## src/rtl/pmem_arb_pkg.sv

```systemverilog
// pmem_arb_pkg: shared state and grant types for the physical-memory arbiter
package pmem_arb_pkg;
  typedef enum logic [1:0] {IDLE, SERVE_I, SERVE_D} arb_state_t;
  typedef enum logic {GNT_I, GNT_D} grant_t;
endpackage

```

## src/rtl/pmem_arbiter_if.sv

```systemverilog
// pmem_arbiter_if: one line-transfer channel; master issues requests, slave answers with data and resp
interface pmem_arbiter_if #(parameter int s_line = 256, parameter int s_addr = 32);
  logic [s_addr-1:0] address;
  logic read;
  logic write;
  logic [s_line-1:0] wdata;
  logic [s_line-1:0] rdata;
  logic resp;
  modport master (output address, read, write, wdata, input rdata, resp);
  modport slave (input address, read, write, wdata, output rdata, resp);
endinterface

```

## src/rtl/pmem_arbiter_rr_pick2.sv

```systemverilog
// rr_pick2: two-way round-robin picker; req[0] is the I side, req[1] the D side
module rr_pick2 import pmem_arb_pkg::*; (
  input  logic [1:0] req,
  input  grant_t     last,
  output grant_t     winner
);
  always_comb winner = req == 2'b01 ? GNT_I : req == 2'b10 ? GNT_D : last == GNT_I ? GNT_D : GNT_I;
endmodule

```

## src/rtl/pmem_arbiter.sv

```systemverilog
// pmem_arbiter: shares one line-wide memory port between I-cache and D-cache, one whole line at a time
module pmem_arbiter import pmem_arb_pkg::*; #(
  parameter int s_line  = 256,
  parameter int s_addr  = 32,
  parameter bit D_FIRST = 1'b1
) (
  input logic clk,
  input logic rst,
  pmem_arbiter_if.slave  i_bus,
  pmem_arbiter_if.slave  d_bus,
  pmem_arbiter_if.master mem
);
  arb_state_t state_q, state_d;
  grant_t last_q, last_d, winner;
  logic sel_i, sel_d, any_req;
  rr_pick2 u_pick (.req({d_bus.read | d_bus.write, i_bus.read}), .last(last_q), .winner(winner));
  assign sel_i = state_q == SERVE_I;
  assign sel_d = state_q == SERVE_D;
  assign any_req = i_bus.read | d_bus.read | d_bus.write;
  always_comb begin
    state_d = state_q;
    last_d = last_q;
    if (state_q == IDLE) begin
      if (any_req) state_d = winner == GNT_I ? SERVE_I : SERVE_D;
    end else if (mem.resp) begin
      state_d = IDLE;
      last_d = sel_i ? GNT_I : GNT_D;
    end
  end
  always_ff @(posedge clk or posedge rst) begin
    if (rst) begin
      state_q <= IDLE;
      last_q <= D_FIRST ? GNT_I : GNT_D;
    end else begin
      state_q <= state_d;
      last_q <= last_d;
    end
  end
  // the I side is read-only, so its write strobe and data never reach memory
  assign mem.address = sel_i ? i_bus.address : sel_d ? d_bus.address : s_addr'(0);
  assign mem.read = sel_i ? i_bus.read : sel_d & d_bus.read;
  assign mem.write = sel_d & d_bus.write;
  assign mem.wdata = sel_d ? d_bus.wdata : s_line'(0);
  assign i_bus.rdata = mem.rdata;
  assign d_bus.rdata = mem.rdata;
  assign i_bus.resp = sel_i & mem.resp;
  assign d_bus.resp = sel_d & mem.resp;
endmodule
```

## src/flat_wrapper.sv

```systemverilog
// flat-port wrapper written by rule: the top's interface ports become plain ports
module pmem_arbiter_flat import pmem_arb_pkg::*;
#(
  parameter int s_line  = 256,
  parameter int s_addr  = 32,
  parameter bit D_FIRST = 1'b1
)
  (clk, rst, i_bus_address, i_bus_read, i_bus_write, i_bus_wdata, i_bus_rdata, i_bus_resp, d_bus_address, d_bus_read, d_bus_write, d_bus_wdata, d_bus_rdata, d_bus_resp, mem_address, mem_read, mem_write, mem_wdata, mem_rdata, mem_resp);
  pmem_arbiter_if #(.s_line(s_line), .s_addr(s_addr)) i_bus_i ();
  pmem_arbiter_if #(.s_line(s_line), .s_addr(s_addr)) d_bus_i ();
  pmem_arbiter_if #(.s_line(s_line), .s_addr(s_addr)) mem_i ();
  input logic clk;
  input logic rst;
  input wire logic [$bits(i_bus_i.address)-1:0] i_bus_address;
  input wire logic [$bits(i_bus_i.read)-1:0] i_bus_read;
  input wire logic [$bits(i_bus_i.write)-1:0] i_bus_write;
  input wire logic [$bits(i_bus_i.wdata)-1:0] i_bus_wdata;
  output wire logic [$bits(i_bus_i.rdata)-1:0] i_bus_rdata;
  output wire logic [$bits(i_bus_i.resp)-1:0] i_bus_resp;
  input wire logic [$bits(d_bus_i.address)-1:0] d_bus_address;
  input wire logic [$bits(d_bus_i.read)-1:0] d_bus_read;
  input wire logic [$bits(d_bus_i.write)-1:0] d_bus_write;
  input wire logic [$bits(d_bus_i.wdata)-1:0] d_bus_wdata;
  output wire logic [$bits(d_bus_i.rdata)-1:0] d_bus_rdata;
  output wire logic [$bits(d_bus_i.resp)-1:0] d_bus_resp;
  output wire logic [$bits(mem_i.address)-1:0] mem_address;
  output wire logic [$bits(mem_i.read)-1:0] mem_read;
  output wire logic [$bits(mem_i.write)-1:0] mem_write;
  output wire logic [$bits(mem_i.wdata)-1:0] mem_wdata;
  input wire logic [$bits(mem_i.rdata)-1:0] mem_rdata;
  input wire logic [$bits(mem_i.resp)-1:0] mem_resp;
  assign i_bus_i.address = i_bus_address;
  assign i_bus_i.read = i_bus_read;
  assign i_bus_i.write = i_bus_write;
  assign i_bus_i.wdata = i_bus_wdata;
  assign i_bus_rdata = i_bus_i.rdata;
  assign i_bus_resp = i_bus_i.resp;
  assign d_bus_i.address = d_bus_address;
  assign d_bus_i.read = d_bus_read;
  assign d_bus_i.write = d_bus_write;
  assign d_bus_i.wdata = d_bus_wdata;
  assign d_bus_rdata = d_bus_i.rdata;
  assign d_bus_resp = d_bus_i.resp;
  assign mem_address = mem_i.address;
  assign mem_read = mem_i.read;
  assign mem_write = mem_i.write;
  assign mem_wdata = mem_i.wdata;
  assign mem_i.rdata = mem_rdata;
  assign mem_i.resp = mem_resp;
  pmem_arbiter #(.s_line(s_line), .s_addr(s_addr), .D_FIRST(D_FIRST)) u_core (.clk(clk), .rst(rst), .i_bus(i_bus_i), .d_bus(d_bus_i), .mem(mem_i));
endmodule
```

## config.mk

```make
export PLATFORM = sky130hd
export DESIGN_NAME = pmem_arbiter_flat
export DESIGN_NICKNAME = d
export VERILOG_FILES = /design/src/rtl/pmem_arb_pkg.sv /design/src/rtl/pmem_arbiter_if.sv /design/src/rtl/pmem_arbiter_rr_pick2.sv /design/src/rtl/pmem_arbiter.sv /design/src/flat_wrapper.sv
export SDC_FILE = /design/constraint.sdc
export NUM_CORES = 1
export LEC_CHECK = 0
export CORE_AREA = 5 5 645 647
export CTS_BUF_LIST = sky130_fd_sc_hd__clkbuf_4 sky130_fd_sc_hd__clkbuf_8
export DETAILED_ROUTE_END_ITERATION = 8
export DIE_AREA = 0 0 650 652
export HOLD_SLACK_MARGIN = 0.12
export PLACE_DENSITY = 0.3
export SETUP_SLACK_MARGIN = 0.1
export SLEW_MARGIN = 20
export SYNTH_ARGS = -nofsm -noshare
export SYNTH_HDL_FRONTEND = slang
export SYNTH_SLANG_ARGS = --single-unit
```

## constraint.sdc

```tcl
create_clock -name clk -period 4.1 [get_ports clk]
set_input_delay 1.025 -clock clk [delete_from_list [all_inputs] [get_ports clk]]
set_output_delay 1.025 -clock clk [all_outputs]
set_load 0.1 [all_outputs]
```

Word-level counts from Yosys, hierarchy flattened
Index checks and enable logic that the tools add are counted.
- register bits: 3
- bits of input ports: 839
- equal/unequal tests: 5
- multiplexer cells: 12
- bitwise logic cells: 8
- reductions and logical operators: 4
- operators with widths (kind ; number):
    $mux W256 ; 1
    $mux W32 ; 2
    $mux W2 ; 4
    $mux W1 ; 5
    $and A1 B1 Y1 ; 4
    $eq A2 B1 Y1 const B ; 2
    $eq A2 B2 Y1 const B ; 2
    $reduce_and A2 Y1 ; 2
    $or A1 B1 Y1 ; 3
    $logic_not A2 Y1 ; 1
    $ne A2 B1 Y1 const B ; 1
    $reduce_bool A2 Y1 ; 1
    $not A1 Y1 ; 1

Logic depth before layout (Yosys ltp)
Gate-level depths: netlist of the first run.
- depth after elaboration: 7
- depth in mapped cells: 4

Modules after synthesis
From an unflattened synthesis of the first run, not the netlist that was laid out.
- cell total of the unflattened synthesis: 858
- area total of the unflattened synthesis: 6160.9 µm²
- by module, submodules not included (module ; times used ; cells each ; area each (µm²)):
    pmem_arbiter ; 1 ; 855 ; 6142.1
    rr_pick2 ; 1 ; 3 ; 18.8

Worst setup path after synthesis of the first run
OpenSTA, ideal clock, no wires.
- path type: in2out
- start point: input mem_resp
- end point: output i_bus_resp
- arrival time: 2.339 ns
- slack: 0.736 ns
- stages on the path: 2
- path buffers: 0
- path through: nand2_1 -> nor2_1
- longest elaborated chain between the ends: 1
- ends and longest elaborated chain (element ; line ; source):
    start: declaration ; flat_wrapper.sv:31 ; input wire logic [$bits(mem_i.resp)-1:0] mem_resp;
    $and A1 B1 Y1 ; pmem_arbiter.sv:46 ; assign i_bus.resp = sel_i & mem.resp;
    end: declaration ; flat_wrapper.sv:19 ; output wire logic [$bits(i_bus_i.resp)-1:0] i_bus_resp;
Every way passes these cells.

Worst setup path after layout of the first run
- start point: register u_core.state_q[1]
- end point: output mem_address[3]
- longest elaborated chain between the ends: 3
- ends and longest elaborated chain (element ; line ; source):
    start: declaration ; pmem_arbiter.sv:13 ; arb_state_t state_q, state_d;
    start signal: assignment ; pmem_arbiter.sv:35 ; state_q <= state_d;
    $eq A2 B2 Y1 ; pmem_arbiter.sv:18 ; assign sel_d = state_q == SERVE_D;
    $mux W32 ; pmem_arbiter.sv:40 ; assign mem.address = sel_i ? i_bus.address : sel_d ? d_bus.address : s_addr'(0);
    $mux W32 (*) ; pmem_arbiter.sv:40 ;
    end: declaration ; flat_wrapper.sv:26 ; output wire logic [$bits(mem_i.address)-1:0] mem_address;
Mark *: on every way between the ends. The rest lies on a longest branch, timed or not.

==> impl_metrics.prom, run 1 <==
# TYPE chip_impl_metric gauge
chip_impl_info{name="status",value="completed"} 1
chip_impl_info{name="critical_path_class",value="reg2out"} 1
chip_impl_info{name="reg2reg_from",value="u_core.state_q[1]"} 1
chip_impl_metric{name="p_per_area",unit="mW/mm2"} 859.9
chip_impl_metric{name="clock-skew-final",unit="ns"} 0.002539
chip_impl_metric{name="numCtsBuffers",unit=""} 3
chip_impl_metric{name="dr_total_vias",unit=""} 7332
chip_impl_metric{name="htreeDepth",unit=""} 1
chip_impl_info{name="hold_path_startpoint",value="u_core.last_q"} 1
chip_impl_metric{name="mappedNetlistNets",unit=""} 1694
chip_impl_metric{name="timing.hold.worst_path_depth",unit=""} 1
chip_impl_metric{name="cts.sink_count",unit=""} 3
chip_impl_metric{name="finalSetupViolations",unit=""} 0
chip_impl_metric{name="seq_area_frac_synth",unit="%"} 1.223
chip_impl_metric{name="grt_max_degree",unit=""} 208
chip_impl_info{name="synth.most_common_cell",value="sky130_fd_sc_hd__buf_4"} 1
chip_impl_metric{name="postLayoutCoreUtil",unit="%"} 4.176
chip_impl_metric{name="clk_pin_slew",unit="ns"} 0.03
chip_impl_metric{name="maxClockFrequency",unit="MHz"} 278.1
chip_impl_metric{name="cts.repair_timing.setup_buffer_count",unit=""} 0
chip_impl_info{name="synth_ff_type",value="sky130_fd_sc_hd__dfrtp_1"} 1
chip_impl_metric{name="finalMaxSlewViolations",unit=""} 0
chip_impl_metric{name="worst_ir_drop_vdd",unit="uV"} 548.0
chip_impl_metric{name="worst_slew_margin_rel",unit="%"} 32.18
chip_impl_metric{name="postCtsResizedCells",unit=""} 0
chip_impl_metric{name="wire_per_inst",unit="um"} 36.39
chip_impl_metric{name="synth_cell_area",unit="mm2"} 0.006138
chip_impl_metric{name="portBuffers",unit=""} 617
chip_impl_metric{name="grt_util_all_layers",unit="%"} 10.52
chip_impl_metric{name="fin_crit",unit="ns"} 3.595
chip_impl_info{name="grt_setup_unrepaired",value="no"} 1
chip_impl_metric{name="grt_first_pass_wirelength",unit="um"} 250000
chip_impl_metric{name="gpl.final_weighted_congestion",unit=""} 0.7460
chip_impl_metric{name="final_worst_path_period_share",unit="%"} 87.69
chip_impl_metric{name="synth_compound_gate_area_share",unit="%"} 5.503
chip_impl_info{name="min-delay-path-class",value="reg2reg"} 1
chip_impl_metric{name="synth_simple_gate_area_share",unit="%"} 26.87
chip_impl_metric{name="clockPowerShare",unit="%"} 0.6
chip_impl_metric{name="internal_dissipation",unit="mW"} 3.602
chip_impl_metric{name="synth-edff-count",unit=""} 0
chip_impl_info{name="synth_top_family_by_area",value="buffers and inverters"} 1
chip_impl_metric{name="synthDistinctLibCells",unit=""} 16
chip_impl_metric{name="insertion_delay",unit="ns"} 0.22
chip_impl_metric{name="initialDrtViolationCount",unit=""} 290
chip_impl_metric{name="overflow",unit=""} 0
chip_impl_metric{name="gate_count_of_the_mapped_netlist",unit=""} 855
chip_impl_metric{name="synth-async-reset-ratio",unit="%"} 100.0
chip_impl_metric{name="stdcell_count",unit=""} 6395
chip_impl_metric{name="die_h",unit="um"} 652
chip_impl_metric{name="initial_antenna_violation_count",unit=""} 259
chip_impl_metric{name="number_of_buffers_between_clock_root_and_the_deepest_sink",unit=""} 2
chip_impl_metric{name="ctsHoldBuffers",unit=""} 0
chip_impl_metric{name="share_seq_of_total_power",unit="%"} 0.5
chip_impl_metric{name="num_io_pins",unit=""} 1643
chip_impl_metric{name="combinational_group_share_of_total_power",unit="%"} 98.9
chip_impl_metric{name="floorplan.core_area",unit="mm2"} 0.4090
chip_impl_metric{name="design.final.nets",unit=""} 1772
chip_impl_metric{name="synth_top_cell_area_share",unit="%"} 62.98
chip_impl_metric{name="core.rowCount",unit=""} 235
chip_impl_metric{name="path_max_fanout",unit=""} 207
chip_impl_info{name="timing.hold.worst_endpoint",value="u_core.last_q"} 1
chip_impl_metric{name="via_count_of_the_first_global_routing_pass",unit=""} 7018
chip_impl_metric{name="route.detailed.vias_per_inst",unit=""} 1.147
chip_impl_metric{name="numPlacedInstances",unit=""} 6379
chip_impl_metric{name="yosys.area_share.xor_xnor",unit="%"} 0
chip_impl_metric{name="r2r_cells",unit=""} 2
chip_impl_metric{name="dpl-instance-area",unit="mm2"} 0.01700
chip_impl_metric{name="maxCapViolCount",unit=""} 0
chip_impl_info{name="worst_setup_path_end_kind",value="output port"} 1
chip_impl_metric{name="total_power",unit="mW"} 14.69
chip_impl_metric{name="post_synth_mux_area_share",unit="%"} 0
chip_impl_metric{name="drtPass1Iterations",unit=""} 5
chip_impl_metric{name="starting_density_of_the_core",unit="%"} 1.501
chip_impl_metric{name="ys_seq_elements",unit=""} 3
chip_impl_metric{name="worst-r2r-setup-slack",unit="ns"} 3.10
chip_impl_info{name="synth_common_cells",value="515 x sky130_fd_sc_hd__buf_4, 258 x sky130_fd_sc_hd__and2_1, 36 x sky130_fd_sc_hd__a22o_1"} 1
chip_impl_metric{name="die_area",unit="mm2"} 0.4238
chip_impl_metric{name="floorplan.die.width",unit="um"} 650
chip_impl_metric{name="synth-warning-count",unit=""} 0
chip_impl_info{name="startpoint_type",value="flip-flop"} 1
chip_impl_info{name="regToRegEndpoint",value="u_core.state_q[1]"} 1
chip_impl_info{name="synth_area_leader_cell",value="sky130_fd_sc_hd__buf_4"} 1
chip_impl_metric{name="drt_drc_violations_left",unit=""} 0
chip_impl_metric{name="worst_slew_pin_slew",unit="ns"} 1.017
chip_impl_metric{name="signed_area_change_from_the_synthesized_netlist_to_the_final_layout",unit="%"} 178.2
chip_impl_metric{name="cp_data_required_time",unit="ns"} 3.07
chip_impl_metric{name="power.switching_fraction",unit="%"} 75.47
chip_impl_metric{name="post-dp-hpwl",unit="um"} 226600
chip_impl_metric{name="report.final.hold_viol_count",unit=""} 0
chip_impl_info{name="tritoncts",value="built"} 1
chip_impl_metric{name="post-route-cell-area",unit="mm2"} 0.01708
chip_impl_info{name="synth_area_leaders",value="sky130_fd_sc_hd__buf_4 63%, sky130_fd_sc_hd__and2_1 26%, sky130_fd_sc_hd__a22o_1 5.1%, sky130_fd_sc_hd__clkbuf_2 2.0%, sky130_fd_sc_hd__dfrtp_1 1.2%"} 1
chip_impl_metric{name="synth_adder_area_share",unit="%"} 0
chip_impl_metric{name="p_sw",unit="mW"} 11.08
chip_impl_info{name="ctsRootBufferMaster",value="sky130_fd_sc_hd__clkbuf_8"} 1
chip_impl_metric{name="drive_gt1_share",unit="%"} 32.51
chip_impl_metric{name="worst_ep_arrival_time",unit="ns"} 2.57
chip_impl_metric{name="antenna_violating_nets_post_route",unit=""} 0
chip_impl_metric{name="routed_wl",unit="um"} 232700
chip_impl_metric{name="syn-mean-instance-area",unit="um2"} 7.179
chip_impl_metric{name="setup_tns_final",unit="ns"} 0
chip_impl_metric{name="leakage",unit="nW"} 4.472
-- flip-flops by register name, indices dropped and copies added (netlist names) --
signal	cells
u_core.state_q	2
u_core.last_q	1
-- area by class of cell --
type,instances,area [um2]
Fill cell,48330,391900
Timing Repair Buffer,621,8103
Tap cell,5451,6820
Multi-Input combinational cell,302,1994
Sequential cell,3,75.07
Clock buffer,4,48.80
Antenna cell,12,30.03
Inverter,2,7.507
-- how the worst max path moves through the flow --
| stage | start | endpoint | slack [ns] | cells after the start |
|---|---|---|---|---|
| final | u_core.state_q[1] | mem_address[3] | 0.50 | 4 |
| after global routing | u_core.state_q[1] | mem_address[3] | 0.38 | 4 |
| after CTS | u_core.state_q[1] | mem_address[3] | 0.43 | 4 |
| after global placement | d_bus_address[3] | mem_address[3] | 0.63 | 3 |
| after detailed placement | d_bus_address[3] | mem_address[3] | 0.62 | 3 |
| after floorplan | mem_resp | i_bus_resp | 0.74 | 2 |
-- metrics by stage --
step / hold WS (ns) / worst slack (ns)
2_1_floorplan: 0.4821 / 0.7362
3_3_place_gp: 0.5036 / 0.6343
3_5_place_dp: 0.5512 / 0.6152
4_1_cts: 0.5587 / 0.4301
5_1_grt: 0.5609 / 0.3848
6_report: 0.5639 / 0.5048
-- cells by family (layout without fill, tap and decap cells) --
| kind of cell | Yosys count | after routing |
|---|---|---|
| buffers and inverters | 550 | 627 |
| other | 0 | 12 |
| flip-flops | 3 | 3 |
| AO/OA/AOI/OAI | 39 | 39 |
| AND/OR/NAND/NOR | 263 | 263 |
-- layer usage --
layer	GRT usage [%]	vias to the layer above	part of all wire [%]
met3	13.71	657	28
met1	7.659	2849	25
met4	1.405	32	2.4
li1	-	2261	-
met2	17.00	1533	44
met5	0.1132	-	0.10
-- critical path, cell delays in order (launching register included) --
cell                      delay, ns
sky130_fd_sc_hd__dfrtp_1       0.48
sky130_fd_sc_hd__nor2b_4       0.23
sky130_fd_sc_hd__buf_12        0.44
sky130_fd_sc_hd__a22o_1        0.56
sky130_fd_sc_hd__buf_12        0.24
-- power groups by stage --
stage               Combinational, mW  Sequential (mW)  Clock (mW)
CTS                              14.9           0.0702      0.0966
finish                           14.5           0.0703      0.0952
global placement                 14.9           0.0680           0
global route                     15.2           0.0728      0.0990
detailed placement               14.9           0.0705           0
floorplan                        10.1           0.0614           0
-- placed cells by master, fill, tap and decap left out, drive strengths merged --
| cell type | n |
|---|---|
| buf | 296 |
| clkbuf | 4 |
| o21ba | 1 |
| and2 | 258 |
| nand2 | 1 |
| nor2 | 1 |
| nor2b | 2 |
| diode | 12 |
| dfrtp | 3 |
| a21oi | 1 |
| o21bai | 1 |
| a22o | 36 |
| inv | 2 |
| nor3b | 1 |
| clkdlybuf4s50 | 325 |
No activity file was read; power rests on OpenSTA's default activity.
==> inputs of run 2 (changes only) <==
--- a/config.mk
+++ b/config.mk
@@ -7,6 +7,7 @@
 export LEC_CHECK = 0
 export CORE_AREA = 5 5 645 647
 export CTS_BUF_LIST = sky130_fd_sc_hd__clkbuf_4 sky130_fd_sc_hd__clkbuf_8
+export CTS_CLUSTER_SIZE = 8
 export DETAILED_ROUTE_END_ITERATION = 8
 export DIE_AREA = 0 0 650 652
 export HOLD_SLACK_MARGIN = 0.12
==> results of run 2 <==
No change in the layout: final DEF, timing and power equal those of run 1.
==> inputs of run 3 (changes only) <==
--- a/config.mk
+++ b/config.mk
@@ -10,6 +10,7 @@
 export CTS_CLUSTER_SIZE = 8
 export DETAILED_ROUTE_END_ITERATION = 8
 export DIE_AREA = 0 0 650 652
+export GPL_ROUTABILITY_DRIVEN = 0
 export HOLD_SLACK_MARGIN = 0.12
 export PLACE_DENSITY = 0.3
 export SETUP_SLACK_MARGIN = 0.1
==> results of run 3 <==
No change in the layout: final DEF, timing and power equal those of run 1.
